### src/rtl/uart_cmd_ctrl.sv
// uart_cmd_ctrl: frame-level command parser behind the UART byte receiver.
// Frames of HEADER, ADDR, DHI, DLO[, CHK] become one 16-bit config write
// over a req/ack handshake. Malformed frames, inter-byte timeouts and
// overruns are reported as single-cycle error pulses.
//
// Build option: define UART_CMD_CHECKSUM_EN to enable the CHK byte and the
// checksum compare. Without it the frame is 4 bytes and chk_err is tied low.
//
// state   | meaning
// --------+----------------------------------------------------------
// S_IDLE  | hunting for HEADER, other bytes dropped silently
// S_ADDR  | waiting for the register address byte
// S_DHI   | waiting for the data high byte
// S_DLO   | waiting for the data low byte
// S_CHK   | waiting for the checksum byte (checksum build only)
// S_WRITE | cfg_wr_req held high until cfg_wr_ack

module uart_cmd_ctrl #(
  parameter logic [7:0] HEADER         = 8'h55,
  parameter int         TIMEOUT_CYCLES = 500_000
) (
  input  logic        sys_clk,
  input  logic        sys_rst_n,
  input  logic [7:0]  rx_data,
  input  logic        rx_flag,
  output logic        cfg_wr_req,
  output logic [7:0]  cfg_addr,
  output logic [15:0] cfg_wdata,
  input  logic        cfg_wr_ack,
  output logic        chk_err,
  output logic        tmo_err,
  output logic        ovr_err
);

  localparam int               CNT_W  = $clog2(TIMEOUT_CYCLES);
  localparam logic [CNT_W-1:0] CNT_TC = CNT_W'(TIMEOUT_CYCLES - 1);

`ifdef UART_CMD_CHECKSUM_EN
  typedef enum logic [2:0] {
    S_IDLE, S_ADDR, S_DHI, S_DLO, S_CHK, S_WRITE
  } state_t;
`else
  typedef enum logic [2:0] {
    S_IDLE, S_ADDR, S_DHI, S_DLO, S_WRITE
  } state_t;
`endif

  state_t            state, state_nxt;
  logic [CNT_W-1:0]  tmo_cnt, tmo_cnt_nxt;
  logic [7:0]        sh_addr, sh_addr_nxt;
  logic [7:0]        sh_dhi, sh_dhi_nxt;
  logic              req_nxt;
  logic [7:0]        addr_nxt;
  logic [15:0]       wdata_nxt;
  logic              tmo_nxt;
  logic              ovr_nxt;
  logic              in_frame;
  logic              tmo_hit;

`ifdef UART_CMD_CHECKSUM_EN
  logic [7:0]        sh_dlo, sh_dlo_nxt;
  logic [7:0]        chk_sum;
  logic              chk_nxt;

  // running sum of the captured frame bytes, compared against CHK
  assign chk_sum = sh_addr + sh_dhi + sh_dlo;
`else
  assign chk_err = 1'b0;
`endif

  // the timeout only runs while a frame is partially received
  assign in_frame = (state != S_IDLE) && (state != S_WRITE);
  // a byte on the terminal-count cycle wins over the timeout
  assign tmo_hit  = in_frame && !rx_flag && (tmo_cnt == CNT_TC);

  // next-state, shadow capture and registered-output values
  always_comb begin
    state_nxt   = state;
    sh_addr_nxt = sh_addr;
    sh_dhi_nxt  = sh_dhi;
    req_nxt     = cfg_wr_req;
    addr_nxt    = cfg_addr;
    wdata_nxt   = cfg_wdata;
    tmo_nxt     = 1'b0;
    ovr_nxt     = 1'b0;
`ifdef UART_CMD_CHECKSUM_EN
    sh_dlo_nxt  = sh_dlo;
    chk_nxt     = 1'b0;
`endif

    case (state)
      S_IDLE: begin
        if (rx_flag && (rx_data == HEADER)) state_nxt = S_ADDR;
      end
      S_ADDR: begin
        if (rx_flag) begin
          sh_addr_nxt = rx_data;
          state_nxt   = S_DHI;
        end
      end
      S_DHI: begin
        if (rx_flag) begin
          sh_dhi_nxt = rx_data;
          state_nxt  = S_DLO;
        end
      end
`ifdef UART_CMD_CHECKSUM_EN
      S_DLO: begin
        if (rx_flag) begin
          sh_dlo_nxt = rx_data;
          state_nxt  = S_CHK;
        end
      end
      S_CHK: begin
        if (rx_flag) begin
          if (rx_data == chk_sum) begin
            addr_nxt  = sh_addr;
            wdata_nxt = {sh_dhi, sh_dlo};
            req_nxt   = 1'b1;
            state_nxt = S_WRITE;
          end else begin
            chk_nxt   = 1'b1;
            state_nxt = S_IDLE;
          end
        end
      end
`else
      S_DLO: begin
        if (rx_flag) begin
          addr_nxt  = sh_addr;
          wdata_nxt = {sh_dhi, rx_data};
          req_nxt   = 1'b1;
          state_nxt = S_WRITE;
        end
      end
`endif
      S_WRITE: begin
        if (cfg_wr_ack) begin
          // a byte landing on the ack cycle is treated as an IDLE byte
          req_nxt   = 1'b0;
          state_nxt = (rx_flag && (rx_data == HEADER)) ? S_ADDR : S_IDLE;
        end else if (rx_flag) begin
          ovr_nxt = 1'b1;
        end
      end
      default: state_nxt = S_IDLE;
    endcase

    if (tmo_hit) begin
      tmo_nxt   = 1'b1;
      state_nxt = S_IDLE;
    end

    if (rx_flag || !in_frame || tmo_hit) tmo_cnt_nxt = '0;
    else                                 tmo_cnt_nxt = tmo_cnt + CNT_W'(1);
  end

  // state, shadows, timer and all outputs are registered here
  always_ff @(posedge sys_clk or negedge sys_rst_n) begin
    if (!sys_rst_n) begin
      state      <= S_IDLE;
      tmo_cnt    <= '0;
      sh_addr    <= '0;
      sh_dhi     <= '0;
      cfg_wr_req <= 1'b0;
      cfg_addr   <= '0;
      cfg_wdata  <= '0;
      tmo_err    <= 1'b0;
      ovr_err    <= 1'b0;
`ifdef UART_CMD_CHECKSUM_EN
      sh_dlo     <= '0;
      chk_err    <= 1'b0;
`endif
    end else begin
      state      <= state_nxt;
      tmo_cnt    <= tmo_cnt_nxt;
      sh_addr    <= sh_addr_nxt;
      sh_dhi     <= sh_dhi_nxt;
      cfg_wr_req <= req_nxt;
      cfg_addr   <= addr_nxt;
      cfg_wdata  <= wdata_nxt;
      tmo_err    <= tmo_nxt;
      ovr_err    <= ovr_nxt;
`ifdef UART_CMD_CHECKSUM_EN
      sh_dlo     <= sh_dlo_nxt;
      chk_err    <= chk_nxt;
`endif
    end
  end

endmodule

### config.mk
export PLATFORM = sky130hd
export DESIGN_NAME = uart_cmd_ctrl
export DESIGN_NICKNAME = d
export VERILOG_FILES = /design/src/rtl/uart_cmd_ctrl.sv
export SDC_FILE = /design/constraint.sdc
export NUM_CORES = 1
export LEC_CHECK = 0
export BUFFER_PORTS_ARGS = -buffer_cell sky130_fd_sc_hd__clkbuf_2
export CORE_ASPECT_RATIO = 1.25
export CORE_MARGIN = 4
export CORE_UTILIZATION = 30
export DETAILED_ROUTE_END_ITERATION = 8
export PLACE_DENSITY = 0.44
export SYNTH_ARGS = -nofsm -noshare
export SYNTH_HDL_FRONTEND = slang
export SYNTH_SLANG_ARGS = --single-unit
### constraint.sdc
create_clock -name sys_clk -period 3.14 [get_ports sys_clk]
set_input_delay 0.628 -clock sys_clk [delete_from_list [all_inputs] [get_ports sys_clk]]
set_output_delay 0.628 -clock sys_clk [all_outputs]
set_load 0.005 [all_outputs]
==> impl_metrics.xml, run 1 <==
<?xml version="1.0" encoding="UTF-8"?>
<metrics>
  <group name="status">
    <metric name="result_of_the_run" unit="">complete, no violations</metric>
  </group>
  <group name="clocking">
    <metric name="cts_root_buffer" unit="">sky130_fd_sc_hd__clkbuf_8</metric>
    <metric name="cts_buf_count" unit="">9</metric>
    <metric name="cts.htree.levels" unit="">3</metric>
    <metric name="cts_resized" unit="">0</metric>
    <metric name="clock_tree.buffer_depth" unit="">2</metric>
    <metric name="post-cts-setup-buffer-count" unit="">0</metric>
    <metric name="clock_tree_from_tritoncts" unit="">built</metric>
    <metric name="ctsHoldBuffers" unit="">0</metric>
    <metric name="clock-sinks" unit="">65</metric>
    <metric name="clkLatencyLatePin" unit="ns">0.34</metric>
    <metric name="clkSlewWorstSetupHoldPaths" unit="ns">0.08</metric>
  </group>
  <group name="power">
    <metric name="power.static_leakage" unit="uW">0.00144</metric>
    <metric name="power_report.internal_total" unit="uW">2060</metric>
    <metric name="total_power" unit="uW">2830</metric>
    <metric name="part_of_the_total_power_dissipated_in_combinational_logic" unit="">0.231</metric>
    <metric name="sw_frac_of_total" unit="">0.271</metric>
    <metric name="power.switching" unit="uW">765</metric>
    <metric name="power_per_unit_of_standard_cell_area" unit="mW/mm^2">842</metric>
    <metric name="share_seq_of_total_power" unit="">0.453</metric>
    <metric name="irDropWorstVdd" unit="V">0.000273</metric>
    <metric name="p_clk_frac" unit="">0.316</metric>
  </group>
  <group name="placed_design">
    <metric name="hpwl_dp" unit="um">3780</metric>
    <metric name="gp_congestion" unit="">0.713</metric>
    <metric name="buffer_ports.inserted" unit="">38</metric>
  </group>
  <group name="setup_path">
    <metric name="ff2ff_setup_slack" unit="ns">1.15</metric>
    <metric name="cp.arrival" unit="ns">2.22</metric>
    <metric name="worst_r2r_startpoint" unit="">tmo_cnt[0]$_DFF_PN0_</metric>
    <metric name="worst_setup_path_end_kind" unit="">flop</metric>
    <metric name="reg2regPathDepth" unit="">6</metric>
    <metric name="timing.critical_path.from_type" unit="">flop</metric>
    <metric name="worst_ep_required_time" unit="ns">3.36</metric>
    <metric name="crit-reg2reg-capture" unit="">tmo_cnt[14]$_DFF_PN0_</metric>
    <metric name="critical_path_class" unit="">reg -&gt; reg</metric>
    <metric name="maximum_fanout_along_the_worst_path" unit="">10</metric>
  </group>
  <group name="sta">
    <metric name="finalClockSkew" unit="ns">0.0118</metric>
    <metric name="fin_crit_sh" unit="">0.635</metric>
    <metric name="max-slew-margin-rel" unit="">0.536</metric>
    <metric name="worst-slew-pin-transition" unit="ns">0.695</metric>
    <metric name="fin_tns_setup" unit="ns">0</metric>
    <metric name="fmaxAchievable" unit="MHz">502</metric>
    <metric name="unrepaired_setup_endpoints_after_global_routing" unit="">false</metric>
    <metric name="hold_violations" unit="">0</metric>
    <metric name="finalSetupViolations" unit="">0</metric>
    <metric name="final_period_minus_worst_setup_slack" unit="ns">1.99</metric>
    <metric name="timing_max_transition_violations_final" unit="">0</metric>
  </group>
  <group name="floorplanning">
    <metric name="die_x" unit="um">93.6</metric>
    <metric name="die_height" unit="um">115</metric>
    <metric name="die_area" unit="mm^2">0.0108</metric>
    <metric name="effective_utilization_at_floorplan" unit="">0.313</metric>
    <metric name="core_area" unit="mm^2">0.00880</metric>
    <metric name="placementRows" unit="">38</metric>
    <metric name="io_pins" unit="">40</metric>
  </group>
  <group name="synthesis">
    <metric name="synth_top_cell_area_share" unit="">0.591</metric>
    <metric name="synth-seq-area-share" unit="">0.591</metric>
    <metric name="synthesis.nets" unit="">229</metric>
    <metric name="synth_area_leader_cell" unit="">sky130_fd_sc_hd__dfrtp_1</metric>
    <metric name="synth.area.top_cells" unit="">sky130_fd_sc_hd__dfrtp_1, sky130_fd_sc_hd__mux2_2, sky130_fd_sc_hd__xnor2_1</metric>
    <metric name="syn-mean-instance-area" unit="um^2">12.7</metric>
    <metric name="ys_seq_elements" unit="">65</metric>
    <metric name="gate_count_post_synth" unit="">216</metric>
    <metric name="post_synth_num_cell_types" unit="">34</metric>
    <metric name="synthesis.area" unit="mm^2">0.00275</metric>
    <metric name="yosysWarnings" unit="">0</metric>
  </group>
  <group name="finish">
    <metric name="ant_diodes" unit="">0</metric>
    <metric name="ratio_of_cells_with_drive_above_1_in_the_final_layout" unit="">0.392</metric>
    <metric name="finalNetCount" unit="">276</metric>
    <metric name="layout-area-overhead-vs-synth" unit="%">22.0</metric>
    <metric name="mostFrequentLayoutCells" unit="">sky130_fd_sc_hd__dfrtp_1, sky130_fd_sc_hd__mux2_2, sky130_fd_sc_hd__clkbuf_2, sky130_fd_sc_hd__nor2_1, sky130_fd_sc_hd__xnor2_1</metric>
    <metric name="most_frequent_standard_cell_in_the_layout_excluding_fill_and_tap_cells" unit="">sky130_fd_sc_hd__dfrtp_1</metric>
    <metric name="fill_cells" unit="">846</metric>
  </group>
  <group name="run">
    <metric name="timing.max_cap.violations" unit="">0</metric>
  </group>
  <group name="global_route">
    <metric name="overflow" unit="">0</metric>
    <metric name="number_of_global_route_vias_before_repair" unit="">1854</metric>
    <metric name="grt_pass1_wl" unit="um">9200</metric>
    <metric name="grt_antenna_before_repair" unit="">0</metric>
    <metric name="grt_max_degree" unit="">41</metric>
    <metric name="grt.total_usage" unit="">0.111</metric>
  </group>
  <group name="detailed_routing">
    <metric name="remaining_antenna_violation_count" unit="">0</metric>
    <metric name="route.detailed.vias_per_inst" unit="">4.56</metric>
    <metric name="num_vias" unit="">1768</metric>
    <metric name="drt_iter0_markers" unit="">30</metric>
    <metric name="drt-pass1-iter-count" unit="">6</metric>
    <metric name="drcViolationCount" unit="">0</metric>
    <metric name="route.detailed.wl_per_inst" unit="um">13.8</metric>
    <metric name="drt-total-wl" unit="um">5370</metric>
  </group>
  <group name="hold_path">
    <metric name="hold_class" unit="">in -&gt; async</metric>
  </group>
</metrics>
worst max path at each step:
stage,to,cells past startpoint,start,slack [ns]
after global placement,state[0]$_DFFE_PN0P_,5,rx_data[6],0.99
final,tmo_cnt[14]$_DFF_PN0_,6,tmo_cnt[0]$_DFF_PN0_,1.15
after CTS,tmo_cnt[14]$_DFF_PN0_,6,tmo_cnt[0]$_DFF_PN0_,1.09
after global routing,tmo_cnt[14]$_DFF_PN0_,6,tmo_cnt[0]$_DFF_PN0_,0.91
after floorplan,tmo_cnt[18]$_DFF_PN0_,5,tmo_cnt[0]$_DFF_PN0_,1.35
after detailed placement,state[0]$_DFFE_PN0P_,5,rx_data[6],0.98
Yosys cell counts, drive strengths merged:
master,number
or3,2
o21ai,4
nor4b,3
xnor2,11
inv,5
o21bai,1
and4,1
nand3,7
nand4,6
nand2,10
nor4bb,2
clkbuf,2
ha,1
dfrtp,65
nor2,20
conb,1
o31ai,1
or2,3
buf,4
nor4,5
or4b,1
nor3,6
xor2,4
a21oi,6
mux2,40
or4,2
nand3b,1
o41ai,1
and4b,1
layer usage:
| metal | up-vias | track usage | share of wire |
|---|---|---|---|
| li1 | 859 | - | - |
| met1 | 860 | 0.135 | 0.44 |
| met2 | 37 | 0.177 | 0.49 |
| met3 | 12 | 0.0268 | 0.037 |
| met4 | 0 | 0.0655 | 0.024 |
| met5 | - | 0 | 0 |
cells by family (layout without fill, tap and decap cells):
family	count (synthesis)	after routing	share of synthesized area
xor+xnor	15	15	0.0478
simple gates	70	70	0.146
buf+inv	11	63	0.0177
fa+ha+maj	1	1	0.00455
mux	40	40	0.164
other cells	1	1	0.00136
flops	65	65	0.591
compound gates	13	13	0.0268
metrics by stage:
step | utilization | area, um^2 | hold slack (ns) | setup slack, ns | cells
after floorplan | - | 2750 | 0.332 | 1.35 | 216
after detailed placement | 0.353 | 3100 | 0.479 | 0.984 | 372
after CTS | 0.381 | 3350 | 0.333 | 1.09 | 388
after global placement | 0.353 | 3100 | 0.482 | 0.992 | 372
after global routing | 0.381 | 3350 | 0.378 | 0.914 | 388
final | 0.381 | 3350 | 0.319 | 1.15 | 388
flip-flops by register name, indices dropped and copies added (netlist names), 3 cells and up:
| signal | count |
|---|---|
| cfg_wdata | 16 |
| sh_addr | 8 |
| tmo_cnt | 19 |
| cfg_addr | 8 |
| sh_dhi | 8 |
| state | 3 |
power by group through the flow:
stage | Clock, uW | Combinational, uW | Sequential (uW)
2_1_floorplan | 0 | 416 | 1270
3_3_place_gp | 0 | 671 | 1300
3_5_place_dp | 0 | 673 | 1310
4_1_cts | 916 | 676 | 1290
5_1_grt | 954 | 732 | 1330
6_report | 893 | 653 | 1280
final cells by class:
cell class,instances,area (um^2),area share
Inverter,5,18.8,0.00559
Clock buffer,10,138,0.0410
Timing Repair Buffer,42,233,0.0694
Sequential cell,65,1630,0.485
Tap cell,120,150,0.0448
Clock inverter,6,114,0.0339
Multi-Input combinational cell,140,1070,0.320
worst max-delay path, cell delays in order, from the launching register on:
cell and delay (ns):
sky130_fd_sc_hd__dfrtp_1 0.39, sky130_fd_sc_hd__ha_1 0.25, sky130_fd_sc_hd__and4_2 0.26, sky130_fd_sc_hd__nand4_1 0.11, sky130_fd_sc_hd__o21bai_1 0.52, sky130_fd_sc_hd__buf_4 0.28, sky130_fd_sc_hd__nor2_1 0.07
(Power assumes the default switching activity.)
==> inputs of run 2 (changes only) <==
--- a/config.mk
+++ b/config.mk
@@ -10,7 +10,7 @@
 export CORE_MARGIN = 4
 export CORE_UTILIZATION = 30
 export DETAILED_ROUTE_END_ITERATION = 8
-export PLACE_DENSITY = 0.44
+export PLACE_DENSITY = 0.46
 export SYNTH_ARGS = -nofsm -noshare
 export SYNTH_HDL_FRONTEND = slang
 export SYNTH_SLANG_ARGS = --single-unit
==> constraint.sdc (replaced) <==
create_clock -name sys_clk -period 1.7 [get_ports sys_clk]
set_input_delay 0.34 -clock sys_clk [delete_from_list [all_inputs] [get_ports sys_clk]]
set_output_delay 0.34 -clock sys_clk [all_outputs]
set_load 0.005 [all_outputs]
==> run 2 against run 1 <==
Net effect:
- the run now ends with hold timing left
- non-clock buffer count grew 24
- maximum frequency grew 18%
- utilization grew 1.8 points
- sequential cell count is the same
- sequential power grew 84%
- sequential share of layout area shrank 2.1 points
- worst setup slack lost 1.1 ns
- hold slack lost 0.32 ns
- power grew 70%
- die area is the same
- clock-buffer cell count grew 1
- highest routed layer unchanged
==> impl_metrics.xml, run 2 (synthesized netlist as in run 1, its figures left out) <==
<?xml version="1.0" encoding="UTF-8"?>
<metrics>
  <group name="status">
    <metric name="failing_checks" unit="">hold timing</metric>
    <metric name="result_of_the_run" unit="">complete, but fails checks</metric>
  </group>
  <group name="setup_path">
    <metric name="cp.arrival" unit="ns">1.95</metric>
    <metric name="critical_path_class" unit="">reg -&gt; reg</metric>
    <metric name="timing.critical_path.from_type" unit="">flop</metric>
    <metric name="worst_r2r_startpoint" unit="">tmo_cnt[12]$_DFF_PN0_</metric>
    <metric name="timing.critical_path.cells" unit="">nand4_1 &gt; or4_4 &gt; or3_4 &gt; a21oi_2</metric>
    <metric name="cp_delay_by_family_top" unit="">simple AND/OR/NAND/NOR gates</metric>
    <metric name="worst_setup_path_end_kind" unit="">flop</metric>
    <metric name="crit_slowest_cell" unit="">sky130_fd_sc_hd__or4_4</metric>
    <metric name="maximum_fanout_along_the_worst_path" unit="">4</metric>
    <metric name="timing.critical_path.from" unit="">tmo_cnt[12]$_DFF_PN0_</metric>
    <metric name="worst_ep_required_time" unit="ns">1.97</metric>
    <metric name="critical_path.max_stage_delay" unit="ns">0.53</metric>
    <metric name="cp_buf_inv_count" unit="">0</metric>
    <metric name="reg2regPathDepth" unit="">4</metric>
    <metric name="worstSetupPathDepth" unit="">4</metric>
  </group>
  <group name="sta">
    <metric name="fin_crit_sh" unit="">0.993</metric>
    <metric name="finalSetupViolations" unit="">0</metric>
    <metric name="final_period_minus_worst_setup_slack" unit="ns">1.69</metric>
    <metric name="worst_hold_slack" unit="ns">-0.000833</metric>
    <metric name="unrepaired_setup_endpoints_after_global_routing" unit="">true</metric>
    <metric name="hold_violations" unit="">1</metric>
    <metric name="fmaxAchievable" unit="MHz">592</metric>
    <metric name="timing_max_transition_violations_final" unit="">0</metric>
    <metric name="final_critical_path_setup_slack" unit="ns">0.0118</metric>
    <metric name="finalClockSkew" unit="ns">0.00979</metric>
  </group>
  <group name="clocking">
    <metric name="clkSlewWorstSetupHoldPaths" unit="ns">0.07</metric>
    <metric name="clock_tree_from_tritoncts" unit="">built</metric>
    <metric name="cts.htree.levels" unit="">3</metric>
    <metric name="cts_root_buffer" unit="">sky130_fd_sc_hd__clkbuf_8</metric>
    <metric name="clock_tree.buffer_depth" unit="">2</metric>
    <metric name="clkLatencyLatePin" unit="ns">0.34</metric>
    <metric name="cts_buf_count" unit="">9</metric>
    <metric name="clock-sinks" unit="">65</metric>
  </group>
  <group name="finish">
    <metric name="finalNetCount" unit="">300</metric>
    <metric name="max_flop_register" unit="">tmo_cnt</metric>
    <metric name="layout-area-overhead-vs-synth" unit="%">27.6</metric>
    <metric name="mostFrequentLayoutCells" unit="">sky130_fd_sc_hd__dfrtp_1, sky130_fd_sc_hd__mux2_2, sky130_fd_sc_hd__clkbuf_2, sky130_fd_sc_hd__buf_4, sky130_fd_sc_hd__nor2_1</metric>
    <metric name="largest_register_ffs" unit="">19</metric>
    <metric name="most_frequent_standard_cell_in_the_layout_excluding_fill_and_tap_cells" unit="">sky130_fd_sc_hd__dfrtp_1</metric>
    <metric name="ant_diodes" unit="">0</metric>
    <metric name="final_design_area_no_fill" unit="mm^2">0.00351</metric>
    <metric name="largestRegisters" unit="">tmo_cnt (19), cfg_wdata (16)</metric>
    <metric name="ratio_of_cells_with_drive_above_1_in_the_final_layout" unit="">0.455</metric>
  </group>
  <group name="detailed_routing">
    <metric name="drt-total-wl" unit="um">5520</metric>
    <metric name="remaining_antenna_violation_count" unit="">0</metric>
    <metric name="route.detailed.wl_per_inst" unit="um">13.4</metric>
    <metric name="num_vias" unit="">1867</metric>
    <metric name="drt_iter0_markers" unit="">55</metric>
    <metric name="drt-pass1-iter-count" unit="">3</metric>
    <metric name="drcViolationCount" unit="">0</metric>
    <metric name="route.detailed.vias_per_inst" unit="">4.53</metric>
  </group>
  <group name="run">
    <metric name="timing.max_cap.violations" unit="">0</metric>
  </group>
  <group name="global_route">
    <metric name="grt_pass1_wl" unit="um">9320</metric>
    <metric name="grt_max_degree" unit="">66</metric>
    <metric name="number_of_global_route_vias_before_repair" unit="">1924</metric>
    <metric name="grt.total_usage" unit="">0.113</metric>
    <metric name="overflow" unit="">0</metric>
    <metric name="grt_antenna_before_repair" unit="">0</metric>
  </group>
  <group name="placed_design">
    <metric name="pre_cts_ws" unit="ns">-0.0942</metric>
    <metric name="placement.cell_area" unit="mm^2">0.00329</metric>
    <metric name="hpwl_dp" unit="um">3920</metric>
    <metric name="gp_congestion" unit="">0.731</metric>
    <metric name="buffer_ports.inserted" unit="">38</metric>
  </group>
  <group name="floorplanning">
    <metric name="die_x" unit="um">93.6</metric>
    <metric name="die_height" unit="um">115</metric>
    <metric name="placementRows" unit="">38</metric>
    <metric name="die_area" unit="mm^2">0.0108</metric>
    <metric name="core_area" unit="mm^2">0.00880</metric>
    <metric name="effective_utilization_at_floorplan" unit="">0.313</metric>
    <metric name="io_pins" unit="">40</metric>
  </group>
  <group name="power">
    <metric name="power_per_unit_of_standard_cell_area" unit="mW/mm^2">1370</metric>
    <metric name="irDropWorstVdd" unit="V">0.000347</metric>
    <metric name="total_power" unit="uW">4800</metric>
    <metric name="power.static_leakage" unit="uW">0.00154</metric>
  </group>
  <group name="hold_path">
    <metric name="hold_class" unit="">in -&gt; async</metric>
  </group>
</metrics>
## run 2: stage by stage
step / hold slack [ns] / util / std cells / setup TNS, ns
CTS: 0.0104 / 0.395 / 409 / 0
global placement: 0.396 / 0.374 / 391 / -0.0735
global route: 0.0288 / 0.399 / 412 / -0.0272
floorplan: 0.0444 / - / 216 / 0
detailed placement: 0.391 / 0.374 / 391 / -0.0942
finish: -0.000833 / 0.399 / 412 / 0
## run 2: final cells by class
cell class	instances	area, um^2
flip-flops and latches	65	1630
clock inverters	5	32.5
multi-input cells	140	1110
inverters	5	18.8
well taps	120	150
clock buffers	11	131
repair buffers	66	438
fillers	873	5290
## run 2: worst paths after layout
| check | endpoint | slack, ns |
|---|---|---|
| worst min register to register | cfg_wdata[8]$_DFFE_PN0P_ | 0.50 |
| min in group sys_clk | state[2]$_DFFE_PN0P_ | 0.23 |
| worst max-delay path | tmo_cnt[18]$_DFF_PN0_ | 0.01 |
| worst min-delay path | cfg_wdata[8]$_DFFE_PN0P_ | -0.0008 |
| worst max register to register | tmo_cnt[18]$_DFF_PN0_ | 0.01 |
| max in group asynchronous | tmo_cnt[8]$_DFF_PN0_ | 1.38 |
## run 2: timing repair
action,CTS,global route
setup buffers,2,3
setup endpoints to repair,1,2
resized for setup,0,5
hold buffers,0,0
pin swaps,0,1
## run 2: where the power goes
part	internal, uW	total (uW)	switching [uW]
registers	2070	2360	296
logic	797	1310	517
clock network	524	1120	596
## run 2: metal layers
metal | part of all wire | up-vias | GRT usage
met5 | 0 | - | 0
met4 | 0.028 | 0 | 0.0723
met3 | 0.037 | 11 | 0.0255
met2 | 0.49 | 32 | 0.190
met1 | 0.44 | 919 | 0.129
li1 | - | 905 | -
